### config.mk
export PLATFORM = sky130hd
export DESIGN_NAME = uart_tx_arbiter
export DESIGN_NICKNAME = d
export VERILOG_FILES = /design/src/rtl/uart_tx_arbiter.sv
export SDC_FILE = /design/constraint.sdc
export NUM_CORES = 1
export LEC_CHECK = 0
export ABC_AREA = 1
export CAP_MARGIN = 10
export CELL_PAD_IN_SITES_DETAIL_PLACEMENT = 0
export CELL_PAD_IN_SITES_GLOBAL_PLACEMENT = 1
export CORE_UTILIZATION = 33
export CTS_CLUSTER_SIZE = 24
export DETAILED_ROUTE_END_ITERATION = 8
export GPL_ROUTABILITY_DRIVEN = 0
export PLACE_DENSITY = 0.88
export SYNTH_ARGS = -nofsm -noshare
export SYNTH_HDL_FRONTEND = slang
export SYNTH_SLANG_ARGS = --single-unit
### constraint.sdc
create_clock -name clk -period 3.2 [get_ports clk]
set_input_delay 0.48 -clock clk [delete_from_list [all_inputs] [get_ports clk]]
set_output_delay 0.48 -clock clk [all_outputs]
set_load 0.02 [all_outputs]
### src/rtl/uart_tx_arbiter.sv
// Round-robin arbiter sharing one UART transmitter among NUM_REQ byte producers.
// Define UART_TX_ARB_TIMEOUT_EN to add the WAIT_BUSY timeout and arb_err pulse.
module uart_tx_arbiter #(
  parameter int WIDTH   = 8,
  parameter int NUM_REQ = 4,
  parameter int TIMEOUT = 7
) (
  input  logic                       clk,
  input  logic                       rst,
  input  logic [NUM_REQ-1:0]         req,
  input  logic [NUM_REQ*WIDTH-1:0]   req_data,
  output logic [NUM_REQ-1:0]         gnt,
  input  logic                       tx_busy,
  output logic                       tx_data_valid,
  output logic [WIDTH-1:0]           tx_p_data,
  output logic [$clog2(NUM_REQ)-1:0] owner,
  output logic                       arb_idle
`ifdef UART_TX_ARB_TIMEOUT_EN
  ,
  output logic                       arb_err
`endif
);

  localparam int IW = $clog2(NUM_REQ);

  if (NUM_REQ < 2 || NUM_REQ > 8 || TIMEOUT < 1 || WIDTH < 1)
  begin : g_bad_param
    $error("uart_tx_arbiter: illegal parameter set");
  end

  typedef enum logic [1:0] {
    IDLE,
    LAUNCH,
    WAIT_BUSY,
    WAIT_DONE
  } state_e;

  state_e          state_q;
  logic [IW-1:0]   last_q;

`ifdef UART_TX_ARB_TIMEOUT_EN
  localparam int CW = $clog2(TIMEOUT + 1);
  logic [CW-1:0]   cnt_q;
`endif

  logic [WIDTH-1:0]   slot [NUM_REQ];
  logic [IW-1:0]      pick_d;
  logic               found_d;
  logic [IW:0]        cand;
  logic [NUM_REQ-1:0] onehot_d;

  for (genvar i = 0; i < NUM_REQ; i++) begin : g_slot
    assign slot[i] = req_data[i*WIDTH +: WIDTH];
  end

  // Search starts just after the last winner and wraps modulo NUM_REQ.
  always_comb begin
    pick_d  = '0;
    found_d = 1'b0;
    cand    = '0;
    for (int k = 1; k <= NUM_REQ; k++) begin
      cand = {1'b0, last_q} + (IW+1)'(k);
      if (cand >= (IW+1)'(NUM_REQ))
        cand = cand - (IW+1)'(NUM_REQ);
      if (!found_d && req[cand[IW-1:0]]) begin
        found_d = 1'b1;
        pick_d  = cand[IW-1:0];
      end
    end
  end

  always_comb begin
    onehot_d         = '0;
    onehot_d[pick_d] = 1'b1;
  end

  always_ff @(posedge clk or negedge rst) begin
    if (!rst) begin
      state_q       <= IDLE;
      last_q        <= IW'(NUM_REQ - 1);
      gnt           <= '0;
      tx_data_valid <= 1'b0;
      tx_p_data     <= '0;
      owner         <= '0;
      arb_idle      <= 1'b1;
`ifdef UART_TX_ARB_TIMEOUT_EN
      cnt_q         <= '0;
      arb_err       <= 1'b0;
`endif
    end else begin
      gnt           <= '0;
      tx_data_valid <= 1'b0;
`ifdef UART_TX_ARB_TIMEOUT_EN
      arb_err       <= 1'b0;
`endif
      unique case (state_q)
        IDLE: begin
          if (found_d && !tx_busy) begin
            gnt           <= onehot_d;
            tx_data_valid <= 1'b1;
            tx_p_data     <= slot[pick_d];
            owner         <= pick_d;
            last_q        <= pick_d;
            arb_idle      <= 1'b0;
            state_q       <= LAUNCH;
          end
        end
        LAUNCH: begin
          state_q <= WAIT_BUSY;
`ifdef UART_TX_ARB_TIMEOUT_EN
          cnt_q   <= '0;
`endif
        end
        WAIT_BUSY: begin
          if (tx_busy) begin
            state_q <= WAIT_DONE;
          end
`ifdef UART_TX_ARB_TIMEOUT_EN
          else if (cnt_q == CW'(TIMEOUT - 1)) begin
            // Frame never started; give up but keep the pointer on this owner.
            state_q  <= IDLE;
            arb_idle <= 1'b1;
            arb_err  <= 1'b1;
          end else begin
            cnt_q <= cnt_q + 1'b1;
          end
`endif
        end
        WAIT_DONE: begin
          if (!tx_busy) begin
            state_q  <= IDLE;
            arb_idle <= 1'b1;
          end
        end
        default: begin
          state_q  <= IDLE;
          arb_idle <= 1'b1;
        end
      endcase
    end
  end

endmodule

==> results.sh <==
export IMPL_outcome="finished clean"
export IMPL_boundaryPins=55
export IMPL_final_antenna_net_count=0
export IMPL_firstDrtPassIters=4
export IMPL_post_cts_buffers=0
export IMPL_grt_max_degree=25
export IMPL_dieArea_mm2=0.00477
export IMPL_grt_pass1_vias=1321
export IMPL_hpwl_mm=2.82
export IMPL_syn_inst=204
export IMPL_cts_num_sinks=20
export IMPL_cp_end_kind="register"
export IMPL_synth_top_family_by_area="simple AND/OR/NAND/NOR gates"
export IMPL_antenna_found_initial=0
export IMPL_fin_tns_setup_ns=0
export IMPL_hp_class="register to register"
export IMPL_cap_violations=0
export IMPL_drtIter0Drc=65
export IMPL_fmax_ghz=0.409
export IMPL_post_cts_resized=0
export IMPL_root_buffer="clkbuf_8"
export IMPL_rsz0062_at_grt="false"
export IMPL_crit_fanout=24
export IMPL_fp_row_count=24
export IMPL_drive_gt1_share_pct=16.3
export IMPL_cts_hold_buf=0
export IMPL_ys_ff_latch=20
export IMPL_synthSimpleGateAreaFrac_pct=43.5
export IMPL_finalClockSkew_ns=0.00329
export IMPL_hold_viol_final=0
export IMPL_fillers=430
export IMPL_worst_setup_path_start_kind="register"
export IMPL_setup_viol=0
export IMPL_ys_types=27
export IMPL_num_vias=1427
export IMPL_crit_arrival_ns=2.59
export IMPL_tightest_slew_ns=0.883
export IMPL_cts_htree_levels=1
export IMPL_cts_tree="yes"
export IMPL_drc=0
export IMPL_ys_seq_area_share_pct=34.0
export IMPL_nets=302
export IMPL_fin_crit_sh_pct=76.5
export IMPL_post_place_ws_ns=0.557
export IMPL_hold_slack_ns=0.492
export IMPL_grt_overflow_total=0
export IMPL_p_leak_nw=1.07
export IMPL_dieHeight_um=69.1
export IMPL_fin_crit_ns=2.45
export IMPL_cts_max_path_buffers=2
export IMPL_crit_required_ns=3.34
export IMPL_clock_latency_ns=0.26
export IMPL_regArea_um2=504
export IMPL_fp_coreArea_mm2=0.00435
export IMPL_synth_top_cell_area_share_pct=28.6
export IMPL_synth_fa_ha_area_share_pct=3.37
export IMPL_grtUsageTotal_pct=15.3
export IMPL_cts_buffers=3
export IMPL_maxSlewViolCount=0
export IMPL_start_util_pct=34.1
export IMPL_via_per_inst=4.60
export IMPL_yosysWarnings=0
export IMPL_vdd_drop_max_mv=0.469
export IMPL_synth_nets=247
export IMPL_routed_wl_mm=3.41
export IMPL_worstSetupPathType="register to register"
export IMPL_grt_pass1_wl_mm=5.96
export IMPL_slew_limit_headroom_pct=40.9
export IMPL_power_density_mw_per_mm2=1060
export IMPL_num_antenna_cells=0
export IMPL_clkTransAtPathRegs_ns=0.07
export IMPL_p_total_w=0.00225
export IMPL_synth_xor_area_share_pct=0
export IMPL_synth_area_mux_share_pct=0
export IMPL_synth_compound_area_share_pct=7.25
export IMPL_syn_avg_cell_area_um2=7.28
export IMPL_yosys_top_cells_area="dfrtp_1 (29%), nand2_1 (15%), nand3_1 (7.4%), inv_1 (7.1%), nand2_2 (5.9%)"
export IMPL_setup_ws_ns=0.752
export IMPL_avgRoutedWirePerCell_um=11.0
export IMPL_synth_area_mm2=0.00149
export IMPL_yosysTopAreaCell="dfrtp_1"
export IMPL_io_buffers=54
export IMPL_die_x_um=69.1
export IMPL_syn_to_final_growth_pct=42.9
export IMPL_multi_input_area_um2=803
## final cells by class
| cell class | count | share of cell area, % |
|---|---|---|
| multi-input cells | 145 | 37.9 |
| repair buffers | 55 | 25.8 |
| flip-flops and latches | 20 | 23.8 |
| inverters | 34 | 6.13 |
| well taps | 52 | 3.07 |
| clock buffers | 3 | 1.95 |
| clock inverters | 1 | 1.42 |
## cells by family after synthesis
family	Yosys count
adders and majority gates	4
AOI/OAI and AO/OA	15
buffers and inverters	39
and+or+nand+nor	126
DFF	20
## critical path, stage by stage (launching register included)
cell and delay, ns:
dfstp_2 0.68, inv_4 0.10, nand2_1 0.07, nand2_1 0.09, nand2_1 0.09, nand2_2 0.08, nand2_2 0.08, nand2_2 0.06
nand2_4 0.07, nand3_2 0.40, buf_4 0.34, nor2_1 0.07, nand3b_1 0.10, nand3_1 0.08
## metal layers
| metal | routed length [um] | part of all wire, % | GRT usage (%) |
|---|---|---|---|
| met1 | 1590 | 47 | 19.6 |
| met2 | 1710 | 50 | 27.1 |
| met3 | 102 | 3.0 | 3.65 |
| met4 | 12 | 0.35 | 1.36 |
| met5 | 0 | 0 | 0 |
## where the power goes
| group | internal, W | leakage, nW | switching [W] |
|---|---|---|---|
| logic | 0.000580 | 0.784 | 0.000948 |
| clock network | 0.000167 | 0.0357 | 0.0000823 |
| registers | 0.000381 | 0.249 | 0.0000868 |
## stage by stage
stage | area, um^2 | instances | utilization (%)
after floorplan | 1490 | 204 | -
after global placement | 2050 | 306 | 47.1
after detailed placement | 2050 | 306 | 47.1
after CTS | 2120 | 310 | 48.7
after global routing | 2120 | 310 | 48.7
final | 2120 | 310 | 48.7
## synth_stat cells, drive strengths merged
cell and n:
o21ai 6, nand2 76, buf 5, nand3 27, dfstp 3, dfrtp 17
nand3b 2, a22oi 1, a21oi 4, nor2 12, ha 4, o211ai 4
or2 4, nand4 5, inv 34
## path summary, 6_finish.rpt
| kind | slack [ns] | cells past startpoint | from | end |
|---|---|---|---|---|
| min in group asynchronous | 0.72 | 1 | rst | tx_p_data[4] |
| worst max register to register | 0.75 | 13 | last_q[0] | tx_p_data[5] |
| worst max-delay path | 0.75 | 13 | last_q[0] | tx_p_data[5] |
| worst min register to register | 0.49 | 2 | arb_idle | arb_idle |
| worst min-delay path | 0.49 | 2 | arb_idle | arb_idle |
| max in group asynchronous | 1.94 | 1 | rst | tx_p_data[6] |
## state kept, by name (all words and copies together) (netlist names)
signal         cells
arb_idle           1
gnt                4
last_q             2
owner              2
state_q            2
tx_data_valid      1
tx_p_data          8
## layout by cell type, fill, tap and decap left out, drive strengths merged
cell,instances
clkbuf,3
bufinv,1
o211ai,4
a21oi,4
nand3b,2
nand2,76
dfrtp,17
inv,34
buf,1
ha,4
or2,4
clkdlybuf4s50,54
dfstp,3
nor2,12
nand3,27
o21ai,6
a22oi,1
nand4,5
Power figures use the tool's default switching activity.
